==> src/rtl/shift_pkg.sv <==
// Shared op and FSM state encodings for the sequential one-bit-per-cycle shifter.
package shift_pkg;

  typedef enum logic [2:0] {
    OP_NOP  = 3'b000,
    OP_LOAD = 3'b001,
    OP_SLL  = 3'b010,
    OP_SRL  = 3'b011,
    OP_SRA  = 3'b100,
    OP_ROR  = 3'b101,
    OP_ROL  = 3'b110,
    OP_RSV  = 3'b111
  } op_t;

  typedef enum logic [1:0] {
    ST_IDLE  = 2'b00,
    ST_SHIFT = 2'b01,
    ST_DONE  = 2'b10
  } state_t;

  function automatic logic op_active(input logic [2:0] op);
    return (op != OP_NOP) && (op != OP_RSV);
  endfunction

endpackage

==> src/rtl/shift_step.sv <==
// Combinational single-bit shift/rotate step.
module shift_step
  import shift_pkg::*;
(
  input  logic [31:0] val,
  input  logic [2:0]  op,
  output logic [31:0] res
);

  always_comb begin
    res = val;
    case (op_t'(op))
      OP_SLL:  res = {val[30:0], 1'b0};
      OP_SRL:  res = {1'b0, val[31:1]};
      OP_SRA:  res = {val[31], val[31:1]};
      OP_ROR:  res = {val[0], val[31:1]};
      OP_ROL:  res = {val[30:0], val[31]};
      default: res = val;
    endcase
  end

endmodule

==> src/rtl/reg_desloc_seq.sv <==
// Multi-cycle shifter: FSM, down-counter and working register around shift_step.
module reg_desloc_seq
  import shift_pkg::*;
(
  input  logic        clk,
  input  logic        reset,
  input  logic        start,
  input  logic [2:0]  shift_op,
  input  logic [4:0]  shamt,
  input  logic [31:0] data_in,
  output logic [31:0] data_out,
  output logic        busy,
  output logic        done
);

  state_t      state, nstate;
  logic [31:0] data_q;
  logic [4:0]  cnt;
  op_t         op_q;
  logic [31:0] step_q, step_in;
  logic        accept, direct;

  shift_step u_step  (.val(data_q),  .op(op_q),     .res(step_q));
  shift_step u_first (.val(data_in), .op(shift_op), .res(step_in));

  assign accept = (state == ST_IDLE) && start && op_active(shift_op);
  assign direct = (op_t'(shift_op) == OP_LOAD) || (shamt == 5'd0);

  always_comb begin
    nstate = state;
    case (state)
      ST_IDLE:  if (accept) nstate = (direct || shamt == 5'd1) ? ST_DONE : ST_SHIFT;
      ST_SHIFT: if (cnt == 5'd1) nstate = ST_DONE;
      ST_DONE:  nstate = ST_IDLE;
      default:  nstate = ST_IDLE;
    endcase
  end

  // The first bit step is folded into the accept edge so a shift of N
  // finishes N cycles after accept; SHIFT then runs the remaining N-1.
  always_ff @(posedge clk) begin
    if (reset) begin
      state  <= ST_IDLE;
      data_q <= 32'h0;
      cnt    <= 5'd0;
      op_q   <= OP_NOP;
    end else begin
      state <= nstate;
      case (state)
        ST_IDLE: if (accept) begin
          op_q <= op_t'(shift_op);
          if (direct) begin
            data_q <= data_in;
            cnt    <= 5'd0;
          end else begin
            data_q <= step_in;
            cnt    <= shamt - 5'd1;
          end
        end
        ST_SHIFT: begin
          data_q <= step_q;
          cnt    <= cnt - 5'd1;
        end
        default: ;
      endcase
    end
  end

  assign data_out = data_q;
  assign busy     = (state != ST_IDLE);
  assign done     = (state == ST_DONE);

endmodule

==> config.mk <==
export PLATFORM = sky130hd
export DESIGN_NAME = reg_desloc_seq
export DESIGN_NICKNAME = d
export VERILOG_FILES = /design/src/rtl/shift_pkg.sv /design/src/rtl/shift_step.sv /design/src/rtl/reg_desloc_seq.sv
export SDC_FILE = /design/constraint.sdc
export NUM_CORES = 1
export LEC_CHECK = 0
export CAP_MARGIN = 10
export CELL_PAD_IN_SITES_DETAIL_PLACEMENT = 0
export CELL_PAD_IN_SITES_GLOBAL_PLACEMENT = 1
export CORE_MARGIN = 10
export CORE_UTILIZATION = 30
export CTS_CLUSTER_DIAMETER = 100
export DETAILED_ROUTE_END_ITERATION = 10
export GPL_TIMING_DRIVEN = 0
export PLACE_DENSITY = 0.79
export REMOVE_ABC_BUFFERS = 1
export SLEW_MARGIN = 10
export SYNTH_ARGS = -nofsm -noshare
export SYNTH_HDL_FRONTEND = slang
export SYNTH_SLANG_ARGS = --single-unit
==> constraint.sdc <==
create_clock -name clk -period 2.25 [get_ports clk]
set_input_delay 0.45 -clock clk [delete_from_list [all_inputs] [get_ports clk]]
set_output_delay 0.45 -clock clk [all_outputs]
set_load 0.1 [all_outputs]
==> impl_results.md <==
* Cell chosen for the clock root: sky130_fd_sc_hd__clkbuf_16
* Post-synth ARST share at 0
* Total non-filler cell area in the finished layout at 4750 um^2
* Clock tree from TritonCTS: built
* Sequential cell area at 845 um^2
* Clock Path Buffers at 2
* Non-Filler Instances at 688
* DRC violations left at 0
* Pre-antenna DRT Iters at 5
* Number of flops mapped to enable cells by yosys at 0
* Area share of the largest cell type after synthesis at 0.234
* Largest net degree at the start of global routing at 43
* Synth area leader: sky130_fd_sc_hd__dfxtp_1
* Area of the multi-input gates at 2620 um^2
* Slew Limit Fails at 0
* Run status: completed
* Routed via count at 4118
* Synth area leaders: sky130_fd_sc_hd__dfxtp_1, sky130_fd_sc_hd__nand3_1, sky130_fd_sc_hd__o2bb2ai_1
* Worst min path class: reg2reg
* Via-to-Cell Ratio at 5.99
* Final Hold Viols at 0
* Core Region at 11600 um^2
* Vias in the first global route at 3939
* Minimum setup slack among reg-to-reg paths at 0.12 ns
* Setup Crit Path Kind: reg2out
* Worst slack, placed at -2.10 ns
* Site Rows at 39
* Clock transition time at the flip-flop clock pins of the worst setup and hold paths at 0.06 ns
* Area of the mapped netlist at 3590 um^2
* Flip-flop cell with the highest count after synthesis: sky130_fd_sc_hd__dfxtp_1
* Antenna diode instance count at 0
* Category of the worst setup path launch point: flip-flop
* Number of antenna violations at the first check in global routing at 0
* Die Width at 129 um
* Reg-to-reg critical path startpoint: state[0]$_SDFFE_PP0P_
* Iteration-0 DRC count of the detailed router at 369
* Endpoint of the most critical register-to-register path: data_out[15]$_SDFFE_PP0P_
* Io pins at 77
* Final Critical Period at 2.18 ns
* Starting density of the core at 0.311
* Input/output buffers at 76
* Worst Max-Slew Pin Slew at 1.00 ns
* Number of distinct library cells after synthesis at 55
* Largest voltage drop on the vdd net at 0.394 mV
* HPWL reported at the end of detailed placement at 8.31 mm
* Critical Path Source: state[1]$_SDFFE_PP0P_
* Synthesis-stage register bit count at 42
* Vertical die dimension at 129 um
* Max transition margin at 0.334
* WP data required at 1.80 ns
* Largest fanout of any net on the critical path at 5
* Hold endpoint: cnt[1]$_SDFFE_PP0P_
* Avg WL per Cell at 19.3 um
* Share of cells above drive strength 1 at 0.138
* Routability Congestion at 0.746
* Depth of the worst hold-timing path at 2
* Crit share post-route at 0.968
* First-pass GRT wire length at 21.0 mm
* Unrepaired setup endpoints after global routing: no
* Total placed instance area at 4410 um^2
* Number of endpoints failing setup at the final stage at 0
* Cell count of the worst reg-to-reg path at 7
* Clock latency on the worst-skew pair at 0.29 ns
* Setup slack of the critical path after layout at 0.0729 ns
* Setup total negative slack at 0 ns
* Most common cell after layout, fill and taps aside: sky130_fd_sc_hd__nand3_1
* Post-Syn Instances at 497
* Worst Hold Launch: cnt[1]$_SDFFE_PP0P_
* H-tree Lvls at 2
* Total Routing Usage GR at 0.151
* Most used cells in the layout excluding fill and tap cells: sky130_fd_sc_hd__nand3_1, sky130_fd_sc_hd__nor2_1, sky130_fd_sc_hd__dfxtp_1
* Final Net Count at 593
* Total congestion overflow after global routing at 0
* Crit. End Element: output pin
* Instance count after placement with tap cells included at 666
* Max cap viols at 0
* Area added between synthesis and finish at 32.1%
* TritonCTS Sinks at 42
* Sequential cell area fraction in the yosys report at 0.234
* Setup skew after layout at 0.00624 ns
* Warning count from the yosys run at 0
* Number of nets still failing antenna checks after routing at 0
* Peak clock frequency supported by timing at 0.459 GHz
* Tightest hold margin at 0.491 ns
* Fill count at 1180
* Number of hold buffers added after CTS at 0
* Leakage Power at 1.84 nW
* Wire length after detailed routing at 13.2 mm
* Areal power density over the cells at 775 nW/um^2
* Number of buffers created by CTS at 5
* Overall die area at 16800 um^2
* Syn avg cell area at 7.23 um^2
* Data arrival time of the worst path at 1.73 ns
## final cells by class
cell class / count / area share
clock buffer: 6 / 0.0292
timing repair inverter: 1 / 0.00158
inverter: 6 / 0.00553
timing repair buffer: 91 / 0.191
tap: 143 / 0.0377
clock inverter: 1 / 0.00632
sequential: 42 / 0.178
multi-input combinational: 398 / 0.551
## what timing repair did
| item | 4_1_cts | 5_1_grt |
|---|---|---|
| cloned | 4 | 1 |
| setup buffers | 6 | 4 |
| resized for setup | 59 | 16 |
| setup endpoints to repair | 75 | 38 |
| pin swaps | 3 | 5 |
## Yosys cell counts, types with 6 or more instances
cell / instances
sky130_fd_sc_hd__nand3_1: 79
sky130_fd_sc_hd__clkbuf_1: 43
sky130_fd_sc_hd__dfxtp_1: 42
sky130_fd_sc_hd__nor2_1: 42
sky130_fd_sc_hd__nand2_1: 38
sky130_fd_sc_hd__o21ai_0: 33
sky130_fd_sc_hd__nor3_1: 32
sky130_fd_sc_hd__a211oi_1: 29
sky130_fd_sc_hd__o2bb2ai_1: 29
sky130_fd_sc_hd__o221a_2: 22
sky130_fd_sc_hd__a21oi_1: 8
sky130_fd_sc_hd__o211ai_1: 7
sky130_fd_sc_hd__o221a_1: 7
sky130_fd_sc_hd__buf_2: 6
sky130_fd_sc_hd__inv_1: 6
sky130_fd_sc_hd__mux2i_1: 6
## power breakdown
| group | total (mW) | switching [mW] | internal [mW] | leakage, nW |
|---|---|---|---|---|
| logic | 1.84 | 1.30 | 0.539 | 1.41 |
| clock network | 0.863 | 0.314 | 0.549 | 0.0829 |
| registers | 0.981 | 0.123 | 0.858 | 0.348 |
## worst max-delay path: stages, from the launching register on
cell	delay (ns)
sky130_fd_sc_hd__dfxtp_1	0.43
sky130_fd_sc_hd__or2_2	0.16
sky130_fd_sc_hd__dlygate4sd2_1	0.85
## logic make-up after synthesis
logic type                 after synthesis  share of synthesized area
adders and majority gates                5                     0.0174
xor gates and xnor gates                 7                     0.0171
DFF                                     42                      0.234
muxes                                    7                     0.0198
buffers and inverters                   61                     0.0741
and+or+nand+nor                        220                      0.296
AOI/OAI and AO/OA                      155                      0.341
## sequential cells by signal (all words and copies together), names as in the netlist
register and cells:
state 2, data_out 32, cnt 5, op_q 3
## metrics by stage
stage | utilization | total power, mW
after floorplan | - | 2.27
after global placement | 0.371 | 2.76
after detailed placement | 0.382 | 2.85
after CTS | 0.406 | 3.68
after global routing | 0.411 | 3.86
final | 0.411 | 3.68
## layer usage
layer,up-vias,part of all wire,track usage
met4,0,0.0075,0.0331
met3,13,0.086,0.0432
met1,1947,0.43,0.193
met5,-,0,0
met2,152,0.47,0.248
li1,2006,-,-
## how the worst max path moves through the flow
stage                                 to  slack [ns]  cells past startpoint
2_1_floorplan  data_out[31]$_SDFFE_PP0P_       -1.10                      4
3_3_place_gp   data_out[31]$_SDFFE_PP0P_       -2.40                      6
3_5_place_dp    data_out[8]$_SDFFE_PP0P_       -2.10                      8
4_1_cts         data_out[0]$_SDFFE_PP0P_       -0.14                      4
5_1_grt                             done       0.003                      2
6_report                            busy        0.07                      2
Power figures use the tool's default switching activity.
